**src/rtl/fu_cfg_pkg.sv**
```systemverilog
// Shared constants and types for the FU configuration sequencer: the FU cluster
// slice widths and offsets, the sequencer state type and the stored program entry.
package fu_cfg_pkg;

    localparam int CONFIG_CMAC   = 16;
    localparam int CONFIG_CORDIC = 8;
    localparam int CONFIG_LOGI   = 9;
    localparam int CONFIG_DMEM   = 31;
    localparam int CONFIG_ALL    = CONFIG_CMAC + CONFIG_CORDIC + CONFIG_LOGI + CONFIG_DMEM;

    // Bit offsets of each FU slice inside config_all, LSB first.
    localparam int CMAC_OFS   = 0;
    localparam int CORDIC_OFS = CMAC_OFS + CONFIG_CMAC;
    localparam int LOGI_OFS   = CORDIC_OFS + CONFIG_CORDIC;
    localparam int DMEM_OFS   = LOGI_OFS + CONFIG_LOGI;

    localparam int CFG_HOLD_W = 8;

    typedef enum logic [1:0] {
        ST_IDLE = 2'd0,
        ST_LOAD = 2'd1,
        ST_RUN  = 2'd2,
        ST_DONE = 2'd3
    } cfg_state_e;

    typedef struct packed {
        logic [CONFIG_ALL-1:0] word;
        logic [CFG_HOLD_W-1:0] hold;
    } cfg_entry_t;

endpackage

```
**src/rtl/fu_cfg_store.sv**
```systemverilog
// Program storage: register array with one synchronous write port and one
// asynchronous read port. Contents are deliberately not reset.
module fu_cfg_store
    import fu_cfg_pkg::*;
#(
    parameter int DEPTH = 16
) (
    input  logic                     clk,
    input  logic                     wr_en,
    input  logic [$clog2(DEPTH)-1:0] wr_addr,
    input  cfg_entry_t               wr_entry,
    input  logic [$clog2(DEPTH)-1:0] rd_addr,
    output cfg_entry_t               rd_entry
);

    cfg_entry_t mem [DEPTH];

    always_ff @(posedge clk) begin
        if (wr_en) begin
            mem[wr_addr] <= wr_entry;
        end
    end

    assign rd_entry = mem[rd_addr];

endmodule

```
**src/rtl/fu_cfg_sequencer.sv**
```systemverilog
// Loads a short program of FU configuration words over valid/ready and replays it
// onto config_all, holding each word hold+1 cycles and looping the program on request.
module fu_cfg_sequencer #(
    parameter int                    CONFIG_ALL = 64,
    parameter int                    DEPTH      = 16,
    parameter int                    HOLD_W     = 8,
    parameter int                    LOOP_W     = 8,
    parameter logic [CONFIG_ALL-1:0] NOP_CFG    = '0
) (
    input  logic                       clk,
    input  logic                       rst_n,
    input  logic                       cfg_valid_i,
    output logic                       cfg_ready_o,
    input  logic [CONFIG_ALL-1:0]      cfg_word_i,
    input  logic [HOLD_W-1:0]          cfg_hold_i,
    input  logic                       cfg_last_i,
    input  logic                       start_i,
    input  logic [LOOP_W-1:0]          loop_cnt_i,
    input  logic                       abort_i,
    output logic [CONFIG_ALL-1:0]      config_all_o,
    output logic                       cfg_strobe_o,
    output logic                       busy_o,
    output logic                       done_o,
    output logic [$clog2(DEPTH):0]     prog_len_o
);

    import fu_cfg_pkg::*;

    localparam int AW   = $clog2(DEPTH);
    localparam int PL_W = AW + 1;

    cfg_state_e            state, state_nxt;
    logic [PL_W-1:0]       wp, wp_nxt;
    logic [PL_W-1:0]       prog_len, prog_len_nxt;
    logic [AW-1:0]         pc, pc_nxt;
    logic [HOLD_W-1:0]     hold_cnt, hold_nxt;
    logic [LOOP_W-1:0]     loop_cnt, loop_nxt;
    logic [CONFIG_ALL-1:0] cfg_q, cfg_nxt;
    logic                  strobe_q, strobe_nxt;
    logic                  busy_q, busy_nxt;
    logic                  done_q, done_nxt;

    logic                  beat_ok;
    logic                  start_ok;
    logic                  load_commit;
    logic                  last_pc;
    logic                  present;
    logic [AW-1:0]         wr_addr;
    cfg_entry_t            wr_entry;
    cfg_entry_t            rd_entry;

    // Handshake: a program beat transfers on a cycle where cfg_valid_i && cfg_ready_o
    // at the rising edge; ready never depends on valid, and drops while abort_i is high
    // so that an aborted cycle never transfers a beat.
    assign cfg_ready_o = !abort_i &&
                         ((state == ST_IDLE) || ((state == ST_LOAD) && (wp < PL_W'(DEPTH))));
    assign beat_ok     = cfg_valid_i && cfg_ready_o;
    assign start_ok    = (state == ST_IDLE) && start_i && !abort_i && !beat_ok &&
                         (prog_len != '0);
    assign load_commit = cfg_last_i || (wp == PL_W'(DEPTH - 1));
    assign last_pc     = (PL_W'(pc) == (prog_len - PL_W'(1)));

    assign wr_addr  = (state == ST_IDLE) ? '0 : wp[AW-1:0];
    assign wr_entry = '{word: cfg_word_i, hold: cfg_hold_i};

    // Read address is the pc being loaded this edge, so the word lands in the output register.
    fu_cfg_store #(.DEPTH(DEPTH)) u_store (
        .clk      (clk),
        .wr_en    (beat_ok),
        .wr_addr  (wr_addr),
        .wr_entry (wr_entry),
        .rd_addr  (pc_nxt),
        .rd_entry (rd_entry)
    );

    always_ff @(posedge clk) begin
        if (!rst_n) begin
            state    <= ST_IDLE;
            wp       <= '0;
            prog_len <= '0;
            pc       <= '0;
            hold_cnt <= '0;
            loop_cnt <= '0;
            cfg_q    <= NOP_CFG;
            strobe_q <= 1'b0;
            busy_q   <= 1'b0;
            done_q   <= 1'b0;
        end else begin
            state    <= state_nxt;
            wp       <= wp_nxt;
            prog_len <= prog_len_nxt;
            pc       <= pc_nxt;
            hold_cnt <= hold_nxt;
            loop_cnt <= loop_nxt;
            cfg_q    <= cfg_nxt;
            strobe_q <= strobe_nxt;
            busy_q   <= busy_nxt;
            done_q   <= done_nxt;
        end
    end

    // Next state, program counter and whether a new entry is presented this edge.
    always_comb begin
        state_nxt = state;
        pc_nxt    = pc;
        present   = 1'b0;
        if (abort_i) begin
            state_nxt = ST_IDLE;
            pc_nxt    = '0;
        end else begin
            case (state)
                ST_IDLE: begin
                    if (beat_ok) begin
                        if (!cfg_last_i) begin
                            state_nxt = ST_LOAD;
                        end
                    end else if (start_ok) begin
                        state_nxt = ST_RUN;
                        pc_nxt    = '0;
                        present   = 1'b1;
                    end
                end
                ST_LOAD: begin
                    if (beat_ok && load_commit) begin
                        state_nxt = ST_IDLE;
                    end
                end
                ST_RUN: begin
                    if (hold_cnt == '0) begin
                        if (!last_pc) begin
                            pc_nxt  = pc + AW'(1);
                            present = 1'b1;
                        end else if (loop_cnt != '0) begin
                            pc_nxt  = '0;
                            present = 1'b1;
                        end else begin
                            state_nxt = ST_DONE;
                            pc_nxt    = '0;
                        end
                    end
                end
                ST_DONE:  state_nxt = ST_IDLE;
                default:  state_nxt = ST_IDLE;
            endcase
        end
    end

    // Next values of the load bookkeeping, counters and registered outputs.
    always_comb begin
        wp_nxt       = wp;
        prog_len_nxt = prog_len;
        hold_nxt     = hold_cnt;
        loop_nxt     = loop_cnt;
        cfg_nxt      = NOP_CFG;
        strobe_nxt   = 1'b0;
        busy_nxt     = 1'b0;
        done_nxt     = 1'b0;
        if (abort_i) begin
            wp_nxt   = '0;
            hold_nxt = '0;
            loop_nxt = '0;
        end else begin
            case (state)
                ST_IDLE: begin
                    if (beat_ok) begin
                        prog_len_nxt = cfg_last_i ? PL_W'(1) : '0;
                        wp_nxt       = cfg_last_i ? '0 : PL_W'(1);
                    end else if (start_ok) begin
                        loop_nxt = loop_cnt_i;
                    end
                end
                ST_LOAD: begin
                    if (beat_ok) begin
                        if (load_commit) begin
                            prog_len_nxt = wp + PL_W'(1);
                            wp_nxt       = '0;
                        end else begin
                            wp_nxt = wp + PL_W'(1);
                        end
                    end
                end
                ST_RUN: begin
                    if (hold_cnt != '0) begin
                        hold_nxt = hold_cnt - HOLD_W'(1);
                        cfg_nxt  = cfg_q;
                        busy_nxt = 1'b1;
                    end else if (last_pc) begin
                        if (loop_cnt != '0) begin
                            loop_nxt = loop_cnt - LOOP_W'(1);
                        end else begin
                            done_nxt = 1'b1;
                        end
                    end
                end
                default: ;
            endcase
            if (present) begin
                cfg_nxt    = rd_entry.word;
                hold_nxt   = rd_entry.hold;
                strobe_nxt = 1'b1;
                busy_nxt   = 1'b1;
            end
        end
    end

    assign config_all_o = cfg_q;
    assign cfg_strobe_o = strobe_q;
    assign busy_o       = busy_q;
    assign done_o       = done_q;
    assign prog_len_o   = prog_len;

endmodule

```
**config.mk**
```make
export PLATFORM = sky130hd
export DESIGN_NAME = fu_cfg_sequencer
export DESIGN_NICKNAME = d
export VERILOG_FILES = /design/src/rtl/fu_cfg_pkg.sv /design/src/rtl/fu_cfg_store.sv /design/src/rtl/fu_cfg_sequencer.sv
export SDC_FILE = /design/constraint.sdc
export NUM_CORES = 2
export LEC_CHECK = 0
export BUFFER_PORTS_ARGS = -buffer_cell sky130_fd_sc_hd__buf_2
export CAP_MARGIN = 20
export CORE_ASPECT_RATIO = 0.6
export CORE_MARGIN = 2
export CORE_UTILIZATION = 60
export DETAILED_ROUTE_END_ITERATION = 10
export GPL_TIMING_DRIVEN = 0
export PLACE_DENSITY_LB_ADDON = 0.08
export SLEW_MARGIN = 20
export SYNTH_ARGS = -nofsm -noshare
export SYNTH_HDL_FRONTEND = slang
export SYNTH_SLANG_ARGS = --single-unit
```
**constraint.sdc**
```tcl
create_clock -name clk -period 9.88 [get_ports clk]
set_clock_uncertainty 0.2 [all_clocks]
set_input_delay 1.482 -clock clk [delete_from_list [all_inputs] [get_ports clk]]
set_output_delay 1.482 -clock clk [all_outputs]
set_load 0.1 [all_outputs]
```
==> metrics <==
status=complete, no violations; Critical Path RT=about 10 ns; Final Instance Area=0.0560 mm2; CTS root buf=clkbuf_16; fin. max-slew vios=0; post-layout min period=4.85 ns; DR WL/cell=27.8 um; sequential share of the synthesized area=about three quarters; Clock Path Buffers=3; placed inst area=between 0.05 and 0.06 mm2; syn nets=about 3.5k; CTS tree=built; Int Power=approximately 8.4 mW; CP bufs+invs=5; die width=between 300 and 400 um; maximum clock frequency=about 200 MHz; Die H=~220 um; CP endpoint kind=flip-flop; min-delay worst type=reg -> reg; layout cells sized above 1=~15%; CTS buffer count=roughly 110; NetSw=just over 2 mW; pre-CTS setup slack=around 4.4 ns; gpl congestion=roughly 0.92; Post-synth EDFFs=1,152; post-CTS setup buffers=0; Cell variety after synth=67; synth cell count leaders=edfxtp_1 (1,152), nand2_1 (723), a21oi_1 (361); Synth Cell Area=approximately 0.049 mm2; DRC Markers=0; area leader, netlist=edfxtp_1; count leader, synth=edfxtp_1; main flop type after synthesis=edfxtp_1; biggest cell delay along the critical path=0.92 ns; Sw Share=roughly a fifth; startpoint types=flip-flop; relative max-transition margin=roughly 18%; vias in the first global route=29.7k; maxcap violations=0; die area=~0.083 mm2; Synth Register Bits=roughly 1.3k; largest net degree at the start of global routing=25; multi-input combinational cell area=0.0111 mm2; post-route ant nets=0; core box area=0.0799 mm2; register area=roughly 0.037 mm2; I/O pin total=between 150 and 200; post-DR vias/cell=6.45; Post-synth ARST share=0%; Worst VDD drop=0.000171 V; final net count=3,826; GRT Util Overall=between 30 and 40%; fin util=70.1%; first-pass GRT wire length=196,000 um; Final Cycle Share=between 40% and 50%; Comb pwr share=between 2 and 2.5%; crit-path max FO=10; Final Hold Vio Count=0; PostCTS Resize Cnt=0; Syn. warnings=0; DR iter-0 viols=4,942; register share of total power=55.2%; TritonRoute pass-1 iters=6; Sink Count=1,251; fillcell total=5,244; worst skew pair latency=0.71 ns; PortBufs=around 160; top post-synthesis cells by area=edfxtp_1 (71%), nand2_1 (5.6%), mux2i_1 (4.3%), dfxtp_1 (4.1%), a21oi_1 (3.7%); clock power share=a little over two fifths; Cell Chain, Critical Path=inv_1, ha_1, nor2b_1, a2111oi_0, o211a_1, buf_6, o21ai_1, buf_2, buf_2, nand2_2, clkbuf_1, a21oi_1, nor4_1, o31ai_1; RSZ-0062 raised after global routing=false; worst slew pin tran=between 1 and 1.5 ns; total grt overflow=0; family with the most delay on the worst path=buffers and inverters; row cnt=80; PnR worst setup slack=between 5 and 6 ns; Worst EP arrival=approximately 5.2 ns; Layout area overhead=15.2%; Final setup viols=0; Starting Density=60.8%; initial antenna violation count=3; Clock Pin Slew Worst Setup and Hold Paths=around 0.070 ns; pwr dens=approximately 190 mW/mm2; drt total wl=136,000 um; HPWL after DPL=a little over 90,000 um; via count=between 30k and 40k; crit path kind=reg -> reg; Critical Path Slowest Stage Cell=clkbuf_1; cell count after synthesis=3,384; Mapped Avg Cell Area=approximately 14 um2; most frequent CP cell=buf_2; H-tree depth=3; hold-fix buffer count after cts=0; final setup TNS=0 ns; leakage=about 18 nW; share of the synthesized area in the top cell type=a little under three quarters
-- routing by layer --
layer  GRT usage (%)  routed length, um  up-vias
met1            50.7              56600    15600
met5               0                 13        -
met3            8.93              18900      220
met2            45.4              57100     2194
li1                -                  -    13600
met4            8.82               3440        2
-- area by class of cell --
class                      count  area share (%)
buffer                       220            1.90
multi-input combinational   1901            19.8
sequential                  1251            65.3
clock inverter                51            1.26
antenna                        1         0.00447
inverter                      12          0.0805
tap                         1066            2.38
timing repair buffer         239            3.80
clock buffer                 153            5.47
-- per-stage QoR --
step                      hold WS (ns)  total power [mW]  cells
final                            0.258              10.5   4894
after detailed placement         0.242              6.12   4689
after global placement           0.233              6.10   4608
after global routing             0.280              10.7   4894
after floorplan                  0.255              6.00   3384
after CTS                        0.257              10.5   4893
-- state kept, by name (all words and copies together), names as in the netlist, 2 cells and up --
signal        flops
prog_len_o        5
loop_cnt          8
pc                4
hold_cnt          8
config_all_o     64
u_store.mem    1152
wp                5
state             2
-- power by group through the flow --
stage / Clock [mW] / Sequential (mW) / Combinational, mW
floorplan: 0 / 5.93 / 0.0692
global placement: 0 / 5.91 / 0.191
detailed placement: 0 / 5.91 / 0.209
CTS: 4.52 / 5.80 / 0.209
global route: 4.70 / 5.79 / 0.230
finish: 4.49 / 5.80 / 0.216
-- worst paths after layout --
| kind | from | cells after the start | slack (ns) | end |
|---|---|---|---|---|
| worst max-delay path | prog_len_o[0]$_SDFFE_PN0P_ | 14 | 5.03 | config_all_o[48]$_SDFFE_PP0P_ |
| worst min-delay path | config_all_o[11]$_SDFFE_PP0P_ | 1 | 0.26 | config_all_o[11]$_SDFFE_PP0P_ |
| worst min register to register | config_all_o[11]$_SDFFE_PP0P_ | 1 | 0.26 | config_all_o[11]$_SDFFE_PP0P_ |
| worst max register to register | prog_len_o[0]$_SDFFE_PN0P_ | 14 | 5.03 | config_all_o[48]$_SDFFE_PP0P_ |
-- cells by family after synthesis --
kind of cell    Yosys count  share of synthesized area, %
flops                  1251                          75.3
compound gates          730                          9.64
xor+xnor                  7                         0.126
fa+ha+maj                 7                         0.180
simple gates            948                          8.21
buf+inv                 232                          2.28
mux                     209                          4.31
-- placed cells by master (no fill, tap or decap), types with 8 or more instances in the layout --
cell and instances:
dfxtp_1 99, o31ai_2 8, nor4_1 67, o22ai_1 66, nor3_1 18, buf_2 255, a22oi_1 68, edfxtp_1 1152
o211ai_1 10, buf_16 15, buf_4 38, a21oi_1 361, nand2b_1 11, a31oi_1 10, nor2_4 14, inv_1 12
mux2i_1 208, a211oi_1 17, buf_12 32, clkbuf_16 110, o31ai_1 52, a2111oi_2 12, clkbuf_1 122, buf_6 16
o21ai_0 18, nand2_1 723, a21o_1 8, nand3_1 24, a2111oi_0 46, bufinv_16 16, and2_1 10, clkinv_2 20
clkbuf_8 15, nor2_1 34
(Power assumes the default switching activity.)
